===== src/rtl/ps2_pkg.sv =====
// ps2_pkg
// Shared definitions for the PS/2 receive front-end: prefix byte values,
// receiver FSM state encoding and the layout of one decoded FIFO entry.
package ps2_pkg;

  localparam logic [7:0] PS2_EXT_PREFIX = 8'hE0;
  localparam logic [7:0] PS2_BRK_PREFIX = 8'hF0;

  typedef enum logic [1:0] {
    ST_IDLE   = 2'd0,
    ST_DATA   = 2'd1,
    ST_PARITY = 2'd2,
    ST_STOP   = 2'd3
  } ps2_state_t;

  // One decoded key code plus the prefixes that preceded it.
  typedef struct packed {
    logic       ext;
    logic       brk;
    logic [7:0] code;
  } ps2_entry_t;

  localparam int PS2_ENTRY_W = $bits(ps2_entry_t);

endpackage


===== src/rtl/ps2_code_fifo.sv =====
// ps2_code_fifo
// Show-ahead FIFO for decoded PS/2 entries.
// Ports:
//   clk, rst  : clock, asynchronous active-high reset
//   push, din : offer an entry for storage
//   pop       : remove the head entry (ignored when empty)
//   dout      : head entry, all zeros when empty
//   count     : occupancy
//   empty     : no entries stored
//   pushed    : the offered entry was stored this cycle
//   dropped   : the offered entry was discarded because the FIFO is full
module ps2_code_fifo
  import ps2_pkg::*;
#(
  parameter int DEPTH = 4
) (
  input  logic                         clk,
  input  logic                         rst,
  input  logic                         push,
  input  logic [PS2_ENTRY_W-1:0]       din,
  input  logic                         pop,
  output logic [PS2_ENTRY_W-1:0]       dout,
  output logic [$clog2(DEPTH+1)-1:0]   count,
  output logic                         empty,
  output logic                         pushed,
  output logic                         dropped
);

  localparam int AW = $clog2(DEPTH);
  localparam int CW = $clog2(DEPTH+1);

  logic [PS2_ENTRY_W-1:0] mem [DEPTH];
  logic [AW-1:0]          wr_ptr;
  logic [AW-1:0]          rd_ptr;
  logic [CW-1:0]          count_q;
  logic                   full;
  logic                   do_push;
  logic                   do_pop;

  assign full  = (count_q == CW'(DEPTH));
  assign empty = (count_q == '0);

  // A pop on an empty FIFO is ignored even if a push arrives in the same
  // cycle; a push into a full FIFO is only kept when a pop frees a slot.
  assign do_pop  = pop & ~empty;
  assign do_push = push & (~full | do_pop);

  assign pushed  = do_push;
  assign dropped = push & full & ~do_pop;

  // DEPTH is a power of two, so pointers wrap by plain overflow.
  always_ff @(posedge clk or posedge rst) begin
    if (rst) begin
      wr_ptr  <= '0;
      rd_ptr  <= '0;
      count_q <= '0;
    end else begin
      if (do_push) wr_ptr <= wr_ptr + 1'b1;
      if (do_pop)  rd_ptr <= rd_ptr + 1'b1;
      case ({do_push, do_pop})
        2'b10:   count_q <= count_q + 1'b1;
        2'b01:   count_q <= count_q - 1'b1;
        default: count_q <= count_q;
      endcase
    end
  end

  always_ff @(posedge clk) begin
    if (do_push) mem[wr_ptr] <= din;
  end

  assign dout  = empty ? '0 : mem[rd_ptr];
  assign count = count_q;

endmodule


===== src/rtl/ps2_rx_frontend.sv =====
// ps2_rx_frontend
// PS/2 keyboard receive front-end: synchronises and glitch-filters the PS/2
// lines, deframes 11-bit frames (start, 8 data LSB first, odd parity, stop),
// folds E0/F0 prefixes into flags and buffers decoded codes in a FIFO.
// Ports:
//   clk, rst          : system clock, asynchronous active-high reset
//   ps2_clk, ps2_data : raw PS/2 lines
//   rd_en             : pop head entry
//   code_out, ext_out, brk_out : head entry (zeros when empty)
//   valid, fifo_count : FIFO not empty / occupancy
//   byte_strobe       : pulse per entry stored
//   err_parity        : pulse on parity failure
//   err_frame         : pulse on bad stop bit or inter-bit timeout
//   overflow          : pulse when an entry is dropped because the FIFO is full
// Handshake: the head entry is presented whenever valid=1; it is consumed on
// a cycle where rd_en=1 and valid=1. rd_en while valid=0 has no effect.
module ps2_rx_frontend
  import ps2_pkg::*;
#(
  parameter int FILTER_LEN  = 8,
  parameter int TIMEOUT_CYC = 50000,
  parameter int FIFO_DEPTH  = 4
) (
  input  logic                              clk,
  input  logic                              rst,
  input  logic                              ps2_clk,
  input  logic                              ps2_data,
  input  logic                              rd_en,
  output logic [7:0]                        code_out,
  output logic                              ext_out,
  output logic                              brk_out,
  output logic                              valid,
  output logic [$clog2(FIFO_DEPTH+1)-1:0]   fifo_count,
  output logic                              byte_strobe,
  output logic                              err_parity,
  output logic                              err_frame,
  output logic                              overflow
);

  localparam int FW = $clog2(FILTER_LEN);
  localparam int TW = $clog2(TIMEOUT_CYC+1);

  // ---------------- synchronisers and clock filter ----------------
  logic [1:0]    clk_sync;
  logic [1:0]    data_sync;
  logic          clk_s;
  logic          data_s;
  logic [FW-1:0] filt_cnt;
  logic          clk_filt;
  logic          clk_filt_d;
  logic          fall;

  assign clk_s  = clk_sync[1];
  assign data_s = data_sync[1];

  always_ff @(posedge clk or posedge rst) begin
    if (rst) begin
      clk_sync   <= 2'b11;
      data_sync  <= 2'b11;
      filt_cnt   <= '0;
      clk_filt   <= 1'b1;
      clk_filt_d <= 1'b1;
    end else begin
      clk_sync   <= {clk_sync[0], ps2_clk};
      data_sync  <= {data_sync[0], ps2_data};
      clk_filt_d <= clk_filt;
      // Count consecutive samples that disagree with the filtered value;
      // any agreeing sample restarts the count.
      if (clk_s == clk_filt) begin
        filt_cnt <= '0;
      end else if (filt_cnt == FW'(FILTER_LEN-1)) begin
        clk_filt <= clk_s;
        filt_cnt <= '0;
      end else begin
        filt_cnt <= filt_cnt + 1'b1;
      end
    end
  end

  assign fall = clk_filt_d & ~clk_filt;

  // ---------------- receiver FSM ----------------
  ps2_state_t    state_q;
  ps2_state_t    state_d;
  logic [2:0]    bit_cnt;
  logic [7:0]    shift_q;
  logic          parity_q;
  logic [TW-1:0] tout_cnt;
  logic          tout_hit;
  logic          byte_ok;
  logic          perr_det;
  logic          ferr_det;

  assign tout_hit = (state_q != ST_IDLE) && (tout_cnt == TW'(TIMEOUT_CYC));

  always_ff @(posedge clk or posedge rst) begin
    if (rst) state_q <= ST_IDLE;
    else     state_q <= state_d;
  end

  always_comb begin
    state_d = state_q;
    if (tout_hit) begin
      state_d = ST_IDLE;
    end else if (fall) begin
      case (state_q)
        ST_IDLE:   if (!data_s) state_d = ST_DATA;
        ST_DATA:   if (bit_cnt == 3'd7) state_d = ST_PARITY;
        ST_PARITY: state_d = ST_STOP;
        ST_STOP:   state_d = ST_IDLE;
        default:   state_d = ST_IDLE;
      endcase
    end
  end

  // Frame verdict on the stop-bit fall. A bad stop bit dominates parity.
  always_comb begin
    byte_ok  = 1'b0;
    perr_det = 1'b0;
    ferr_det = 1'b0;
    if (tout_hit) begin
      ferr_det = 1'b1;
    end else if (fall && state_q == ST_STOP) begin
      if (!data_s)                  ferr_det = 1'b1;
      else if (^{shift_q, parity_q}) byte_ok  = 1'b1;
      else                          perr_det = 1'b1;
    end
  end

  always_ff @(posedge clk or posedge rst) begin
    if (rst) begin
      bit_cnt  <= '0;
      shift_q  <= '0;
      parity_q <= 1'b0;
      tout_cnt <= '0;
    end else begin
      if (state_q == ST_IDLE || fall) tout_cnt <= '0;
      else                            tout_cnt <= tout_cnt + 1'b1;
      if (fall) begin
        case (state_q)
          ST_IDLE:   bit_cnt <= '0;
          ST_DATA: begin
            shift_q <= {data_s, shift_q[7:1]};
            bit_cnt <= bit_cnt + 1'b1;
          end
          ST_PARITY: parity_q <= data_s;
          default:   ;
        endcase
      end
    end
  end

  // ---------------- prefix folding ----------------
  logic       acc_q;
  logic [7:0] acc_code;
  logic       ext_pend;
  logic       brk_pend;
  logic       is_ext;
  logic       is_brk;
  logic       push;
  ps2_entry_t push_entry;
  ps2_entry_t head;
  logic       fifo_empty;

  // The accepted byte is registered so the push lands in the cycle after
  // the stop-bit fall; errors are reported as registered pulses alongside.
  always_ff @(posedge clk or posedge rst) begin
    if (rst) begin
      acc_q      <= 1'b0;
      acc_code   <= '0;
      err_parity <= 1'b0;
      err_frame  <= 1'b0;
    end else begin
      acc_q      <= byte_ok;
      err_parity <= perr_det;
      err_frame  <= ferr_det;
      if (byte_ok) acc_code <= shift_q;
    end
  end

  assign is_ext = (acc_code == PS2_EXT_PREFIX);
  assign is_brk = (acc_code == PS2_BRK_PREFIX);
  assign push   = acc_q & ~is_ext & ~is_brk;

  always_ff @(posedge clk or posedge rst) begin
    if (rst) begin
      ext_pend <= 1'b0;
      brk_pend <= 1'b0;
    end else if (perr_det || ferr_det) begin
      ext_pend <= 1'b0;
      brk_pend <= 1'b0;
    end else if (acc_q) begin
      if (is_ext) begin
        ext_pend <= 1'b1;
      end else if (is_brk) begin
        brk_pend <= 1'b1;
      end else begin
        // Flags are consumed whether the entry is stored or dropped.
        ext_pend <= 1'b0;
        brk_pend <= 1'b0;
      end
    end
  end

  always_comb begin
    push_entry      = '0;
    push_entry.ext  = ext_pend;
    push_entry.brk  = brk_pend;
    push_entry.code = acc_code;
  end

  ps2_code_fifo #(
    .DEPTH (FIFO_DEPTH)
  ) u_fifo (
    .clk     (clk),
    .rst     (rst),
    .push    (push),
    .din     (push_entry),
    .pop     (rd_en),
    .dout    (head),
    .count   (fifo_count),
    .empty   (fifo_empty),
    .pushed  (byte_strobe),
    .dropped (overflow)
  );

  assign valid    = ~fifo_empty;
  assign code_out = head.code;
  assign ext_out  = head.ext;
  assign brk_out  = head.brk;

endmodule


===== config.mk =====
export PLATFORM = sky130hd
export DESIGN_NAME = ps2_rx_frontend
export DESIGN_NICKNAME = d
export VERILOG_FILES = /design/src/rtl/ps2_pkg.sv /design/src/rtl/ps2_code_fifo.sv /design/src/rtl/ps2_rx_frontend.sv
export SDC_FILE = /design/constraint.sdc
export NUM_CORES = 1
export LEC_CHECK = 0
export ABC_AREA = 1
export BUFFER_PORTS_ARGS = -buffer_cell sky130_fd_sc_hd__buf_2
export CORE_MARGIN = 5
export CORE_UTILIZATION = 46
export DETAILED_ROUTE_END_ITERATION = 8
export HOLD_SLACK_MARGIN = 0.15
export PLACE_DENSITY_LB_ADDON = 0.15
export SLEW_MARGIN = 5
export SYNTH_ARGS = -nofsm -noshare
export SYNTH_HDL_FRONTEND = slang
export SYNTH_SLANG_ARGS = --single-unit

===== constraint.sdc =====
create_clock -name clk -period 1.7 [get_ports clk]
set_input_delay 0.17 -clock clk [delete_from_list [all_inputs] [get_ports clk]]
set_output_delay 0.17 -clock clk [all_outputs]
set_load 0.005 [all_outputs]

==> impl_metrics.csv, run 1 <==
group,metric,value,unit
power_and_ir_drop,comb_power_share,34.9,%
synth,synth-seq-area-share,59.53,%
finish,antenna_cells_inserted,0,
synth,synth_seq_cells,99,
clocking,worst_skew_pair.late_latency,0.36,ns
routing,remaining_drc_errors,0,
power_and_ir_drop,sequentialPowerShare,43.0,%
place,port_buffers,22,
routing,firstDrtPassIters,6,
grt,number_of_global_route_vias_before_repair,3160,
place,placed_cells_incl_taps,656,
sta,total_negative_setup_slacks,0,ns
routing,num_vias,3285,
sta,final_max_slew_viols,0,
synth,ys_warn_count,0,
sta,maxClockFrequency,597.8,MHz
routing,vias_per_cell,4.817,
grt,grt_start_max_net_pins,31,
power_and_ir_drop,total_power,6.613,mW
die,num_rows,36,
finish,layout-drive-gt1-share,25.14,%
grt,globalRouteOverflowTotal,0,
sta,worst_pin_slew,0.4825,ns
die,core_area,0.009684,mm²
sta,final.min_clock_period,1.673,ns
finish,fillCellCount,846,
power_and_ir_drop,total_internal_power,4.262,mW
clocking,cts-buffers-inserted,9,
outcome,status,"complete, no violations",
place,postPlaceCellArea,0.005037,mm²
synth,mappedNetlistNets,494,
synth,syn-cell-area,0.004511,mm²
sta,timing.final.hold_violations,0,
synth,syn_avg_cell_area,9.516,µm²
setup_path,worst_setup_path_start_kind,"register",
die,die_width,109.0,µm
synth,syn-instance-count,474,
setup_path,endpoint_kind_of_the_worst_setup_timing_path,"output port",
synth,async_flop_share,59.60,%
clocking,worst_setup_hold_path_clk_slew,0.10,ns
power_and_ir_drop,net_switching_power,2.350,mW
die,initial_utilization,46.58,%
power_and_ir_drop,switching_share,35.54,%
flow_run,max-cap-violations,0,
routing,detail_route.iter0.violations,192,
setup_path,critical_path.max_fanout,8,
power_and_ir_drop,power_frac_clock,22.1,%
clocking,htree_num_levels,3,
finish,final_net_count,564,
place,post-place-ws,-0.2971,ns
synth,synth.top_cells.by_count,"nand2_1, nor2_1, dfrtp_1, inv_1, o21ai_0",
power_and_ir_drop,peakVddDrop,670.5,µV
die,fp.dieArea,0.01189,mm²
sta,finalCritPeriodShare,98.41,%
place,routabilityCongestion,0.7962,
clocking,tritoncts,"done",
power_and_ir_drop,power.leakage,2.412,nW
grt,wire_length_of_the_first_global_routing_pass,14.60,mm
finish,fin_cells,682,
synth,synth-main-ff-cell,"dfrtp_1",
clocking,clock_tree.root_cell,"clkbuf_8",
clocking,max-clock-path-buffers,2,
synth,synth.distinct_cells,31,
synth,synth_edf_count,40,
sta,timing.slew.headroom,67.79,%
routing,route.antenna.remaining_nets,0,
synth,synth.top_cell.area_share,29.40,%
grt,grt_antenna_before_repair,0,
synth,yosys.area.top_type,"dfrtp_1",
routing,wirelength,8.654,mm
grt,global_route.usage.total,15.81,%
routing,routed_wirelength_normalized_by_instance_count,12.69,µm
place,dp.final_hpwl,6.114,mm
power_and_ir_drop,powerDensity,1213,mW/mm²
synth,synthMostInstantiatedCell,"nand2_1",
setup_path,critPathRequiredTime,1.53,ns
worst_hold_path,holdCritPathClass,"input pin to register",
sta,final.setup_skew,0.01491,ns
finish,finalInstanceArea,0.005453,mm²
clocking,tritoncts_num_sinks,99,
setup_path,worst-setup-path-type,"register to output port",
die,die_h,109.0,µm
sta,rsz0062_at_grt,"true",
setup_path,cp_data_arrival_time,1.50,ns
finish,areaGrowthSynthToFinish,20.89,%
synth,synth.area.top_cells,"dfrtp_1, edfxtp_1, nand2_1",
die,num_io_pins,23,
sta,fin_ws,0.02711,ns
sta,final-setup-viol-count,0,
through the flow:
| step | hold slack (ns) | utilization (%) |
|---|---|---|
| floorplan | 0.1745 | - |
| global placement | 0.2120 | 52.02 |
| detailed placement | 0.2239 | 52.02 |
| CTS | 0.2604 | 54.55 |
| global route | 0.3590 | 56.30 |
| finish | 0.3375 | 56.30 |
kinds of logic (layout without fill, tap and decap cells):
kind of cell / after synthesis / in the layout / share of synthesized area, %
simple gates: 225 / 225 / 21.97
xor+xnor: 7 / 7 / 1.359
compound gates: 67 / 67 / 7.739
buf+inv: 61 / 136 / 5.076
flops: 99 / 99 / 59.53
fa+ha+maj: 15 / 15 / 4.327
placed cells by master, fill, tap and decap left out, drive strengths merged:
master       count
nand2          103
nor2            81
buf             62
inv             59
dfrtp           53
o21ai           45
edfxtp          40
nand3           26
a21oi           18
ha              14
clkbuf           9
nor3             7
nand4            6
xor2             6
dfstp            6
dlygate4sd3      3
clkinv           2
a21o             1
a22oi            1
a31oi            1
o21a             1
nor3b            1
xnor2            1
or2              1
fa               1
clkinvlp         1
critical path, cell delays in order, from the launching register on:
cell and delay, ns:
dfrtp_2 0.43, buf_6 0.15, nor2_1 0.05, nor2_1 0.06, o21ai_0 0.11, a21oi_2 0.20
buf_2 0.14
cell type report:
class	instances	area, µm²	area share [%]
flip-flops and latches	99	2686	49.27
clock inverters	7	67.56	1.239
inverters	55	219.0	4.016
well taps	133	166.4	3.052
multi-input cells	314	1677	30.75
clock buffers	9	123.9	2.272
repair buffers	65	513.0	9.408
worst paths after layout:
kind,from,endpoint,slack (ns),cells after the start
worst max-delay path,u_fifo.rd_ptr[0]$_DFFE_PP0P_,code_out[5],0.03,6
worst min-delay path,rd_en,u_fifo.rd_ptr[0]$_DFFE_PP0P_,0.34,6
worst max register to register,acc_code[7]$_DFFE_PP0P_,u_fifo.count[2]$_DFFE_PP0P_,0.07,14
worst min register to register,data_sync[0]$_DFF_PP1_,data_sync[1]$_DFF_PP1_,0.36,0
max in group asynchronous,rst,clk_filt$_DFFE_PP1P_,0.74,4
min in group asynchronous,rst,parity_q$_DFFE_PP0P_,0.37,3
timing repair:
action | 4_1_cts | 5_1_grt
hold buffers | 3 | 0
setup endpoints to repair | 52 | 67
pin swaps | 0 | 16
buffers inserted | 0 | 7
resized for setup | 9 | 37
endpoints found under the hold margin | 20 | 0
sequential cells by signal, indices dropped and copies added (netlist names), 2 cells and up:
signal         cells
u_fifo.mem        40
tout_cnt          16
acc_code           8
shift_q            8
bit_cnt            3
filt_cnt           3
u_fifo.count       3
clk_sync           2
data_sync          2
state_q            2
u_fifo.rd_ptr      2
u_fifo.wr_ptr      2
power groups by stage:
| stage | Combinational (mW) | Sequential (mW) | Clock (mW) |
|---|---|---|---|
| final | 2.31 | 2.84 | 1.46 |
| after global routing | 2.65 | 2.87 | 1.62 |
| after CTS | 2.20 | 2.83 | 1.52 |
| after detailed placement | 2.15 | 2.87 | 0 |
| after global placement | 2.10 | 2.86 | 0 |
| after floorplan | 1.27 | 2.86 | 0 |
metal layers:
metal / share of wire, % / track usage [%] / vias to the layer above
li1: - / - / 1695
met1: 46 / 19.69 / 1549
met2: 51 / 27.94 / 32
met3: 2.3 / 2.783 / 9
met4: 1.1 / 4.869 / 0
met5: 0 / 0 / -
Note: power is estimated with default switching activity, not from simulation.
==> inputs of run 2 (changes only) <==
MAX_ROUTING_LAYER = met4   (was unset)
PLACE_DENSITY = 0.65   (was unset)
PLACE_DENSITY_LB_ADDON = unset   (was 0.15)
==> run 2 against run 1 <==
Effect of this change: the flow now finishes with violations (setup timing); largest cell class unchanged; sequential share of layout area down 0.41 points; clock skew up 0.0014 ns; worst setup slack worse by 0.056 ns; non-clock buffer count up 5; fmax down 3.2%; critical path type unchanged.
==> impl_metrics.csv, run 2 (same netlist as run 1, synthesis figures left out) <==
group,metric,value,unit
worst_hold_path,hold_end,"u_fifo.rd_ptr[0]$_DFFE_PP0P_",
worst_hold_path,hold_path.startpoint,"rd_en",
clocking,cts-buffers-inserted,9,
place,routabilityCongestion,0.8364,
finish,reg.largest.list,"u_fifo.mem x40, tout_cnt x16",
place,dp.final_hpwl,6.007,mm
sta,maxClockFrequency,578.3,MHz
setup_path,cp_slowest_cell,"dfrtp_2",
setup_path,endpoint_kind_of_the_worst_setup_timing_path,"output port",
setup_path,setup.reg_to_reg.worst_slack,0.02,ns
clocking,tritoncts_num_sinks,99,
clocking,clock_tree.root_cell,"clkbuf_8",
routing,remaining_drc_errors,0,
die,die_width,109.0,µm
setup_path,reg_to_reg_critical_path_startpoint,"acc_code[1]$_DFFE_PP0P_",
finish,most_flops_register,"u_fifo.mem",
die,core_area,0.009684,mm²
grt,grt_start_max_net_pins,23,
setup_path,critPathRequiredTime,1.53,ns
routing,vias_per_cell,4.853,
routing,detail_route.iter0.violations,90,
place,port_buffers,22,
routing,route.antenna.remaining_nets,0,
power_and_ir_drop,powerDensity,1195,mW/mm²
sta,worst_pin_slew,0.4652,ns
sta,final_max_slew_viols,0,
worst_hold_path,holdCritPathClass,"input pin to register",
setup_path,cp_data_arrival_time,1.56,ns
clocking,htree_num_levels,3,
sta,fin_ws,-0.02906,ns
routing,num_vias,3334,
die,fp.dieArea,0.01189,mm²
finish,largest_reg_flops,40,
worst_hold_path,worstHoldPathCells,5,
sta,finalCritPeriodShare,101.7,%
sta,rsz0062_at_grt,"true",
setup_path,worstPathCellList,"buf_6 > nor2_2 > nor2_1 > o21ai_1 > a21oi_2 > buf_2",
finish,final_net_count,569,
setup_path,critical_path.max_fanout,6,
power_and_ir_drop,peakVddDrop,808.4,µV
finish,mostFrequentLayoutCell,"nand2_1",
outcome,failing_checks,"setup timing",
finish,antenna_cells_inserted,0,
grt,grt_antenna_before_repair,0,
grt,globalRouteOverflowTotal,0,
finish,areaGrowthSynthToFinish,21.91,%
clocking,tritoncts,"done",
setup_path,worst-setup-path-type,"register to output port",
sta,timing.final.hold_violations,0,
finish,postLayoutCoreUtil,56.78,%
routing,firstDrtPassIters,4,
setup_path,r2r-end,"u_fifo.count[1]$_DFFE_PP0P_",
finish,layout-drive-gt1-share,26.17,%
sta,timing.slew.headroom,68.91,%
die,num_io_pins,23,
grt,wire_length_of_the_first_global_routing_pass,14.41,mm
grt,number_of_global_route_vias_before_repair,3171,
die,die_h,109.0,µm
routing,routed_wirelength_normalized_by_instance_count,12.86,µm
sta,final.setup_skew,0.01626,ns
grt,global_route.usage.total,16.12,%
clocking,worst_setup_hold_path_clk_slew,0.09,ns
setup_path,worst_setup_path_start_kind,"register",
clocking,worst_skew_pair.late_latency,0.37,ns
flow_run,max-cap-violations,0,
clocking,max-clock-path-buffers,2,
die,num_rows,36,
place,post-place-ws,-0.2651,ns
setup_path,max_stage_delay,0.48,ns
sta,final.min_clock_period,1.729,ns
power_and_ir_drop,power.leakage,2.420,nW
routing,wirelength,8.836,mm
setup_path,r2r.worst_path.cells,9,
finish,layout.cells.most_common_list,"nand2_1, nor2_1, dfrtp_1, edfxtp_1, inv_1",
sta,final-setup-viol-count,1,
die,initial_utilization,46.58,%
outcome,status,"complete, but fails checks",
run 2: cell count changes in the layout (fill, tap and decap cells not counted), moves of 2 or more:
cell     change
inv_1        +2
o21ai_1      +8
buf_4        +4
nor2_1       -4
inv_6        +4
nor2_4       +2
nor2_2       +2
inv_8        -3
inv_2        -2
buf_6        +3
o21ai_0      -8
run 2: through the flow:
step	area (µm²)	instances	power, mW	hold slack [ns]	TNS (ns)
after global routing	5499	687	7.001	0.2642	-0.4549
after global placement	4982	652	4.866	0.2105	-7.597
after floorplan	4511	474	4.138	0.1745	-2.643
after CTS	5259	671	6.394	0.1821	0
after detailed placement	4982	652	4.927	0.2172	-9.629
final	5499	687	6.569	0.2287	-0.02906
run 2: critical path, delay by kind of cell, from the launching register on:
family          cells  cell delay [ns]
compound gates      2             0.25
buf+inv             2             0.30
flops               1             0.48
simple gates        2             0.16
run 2: final cells by class:
type	count	area, µm²
multi-input combinational	314	1688
inverter	55	221.5
sequential	99	2686
timing repair buffer	70	556.8
fill	828	4185
clock buffer	9	123.9
clock inverter	7	56.30
tap	133	166.4
run 2: worst max path at each step:
stage                                            start                     endpoint  slack [ns]  depth (start not counted)
after floorplan                acc_code[6]$_DFFE_PP0P_   u_fifo.mem[0][0]$_DFFE_PP_       -0.07                          7
final                     u_fifo.rd_ptr[0]$_DFFE_PP0P_                  code_out[4]       -0.03                          6
after global placement         acc_code[6]$_DFFE_PP0P_   u_fifo.mem[1][0]$_DFFE_PP_       -0.22                          7
after detailed placement       acc_code[6]$_DFFE_PP0P_   u_fifo.mem[2][0]$_DFFE_PP_       -0.27                          7
after global routing           acc_code[6]$_DFFE_PP0P_  u_fifo.count[2]$_DFFE_PP0P_       -0.12                         14
after CTS                 u_fifo.rd_ptr[0]$_DFFE_PP0P_                      brk_out       0.002                          6
run 2: routing by layer:
metal | GRT usage [%] | routed length (µm) | up-vias
li1 | - | - | 1701
met1 | 18.60 | 3831 | 1577
met2 | 27.89 | 4591 | 42
met3 | 2.960 | 215 | 14
met4 | 6.222 | 198 | 0
met5 | - | 0 | -
run 2: repair_timing:
action	CTS	global route
hold buffers	3	0
setup endpoints to repair	53	60
hold endpoints to repair	19	0
cloned	0	1
resized for setup	21	41
pin swaps	4	23
setup buffers	0	15
run 2: where the power goes:
part           total (mW)  switching, mW  internal, mW  leakage [nW]
sequential           2.84          0.162          2.68          1.09
combinational        2.30           1.33         0.974          1.24
clock                1.42          0.872         0.552        0.0872
total                6.57           2.36          4.21          2.42
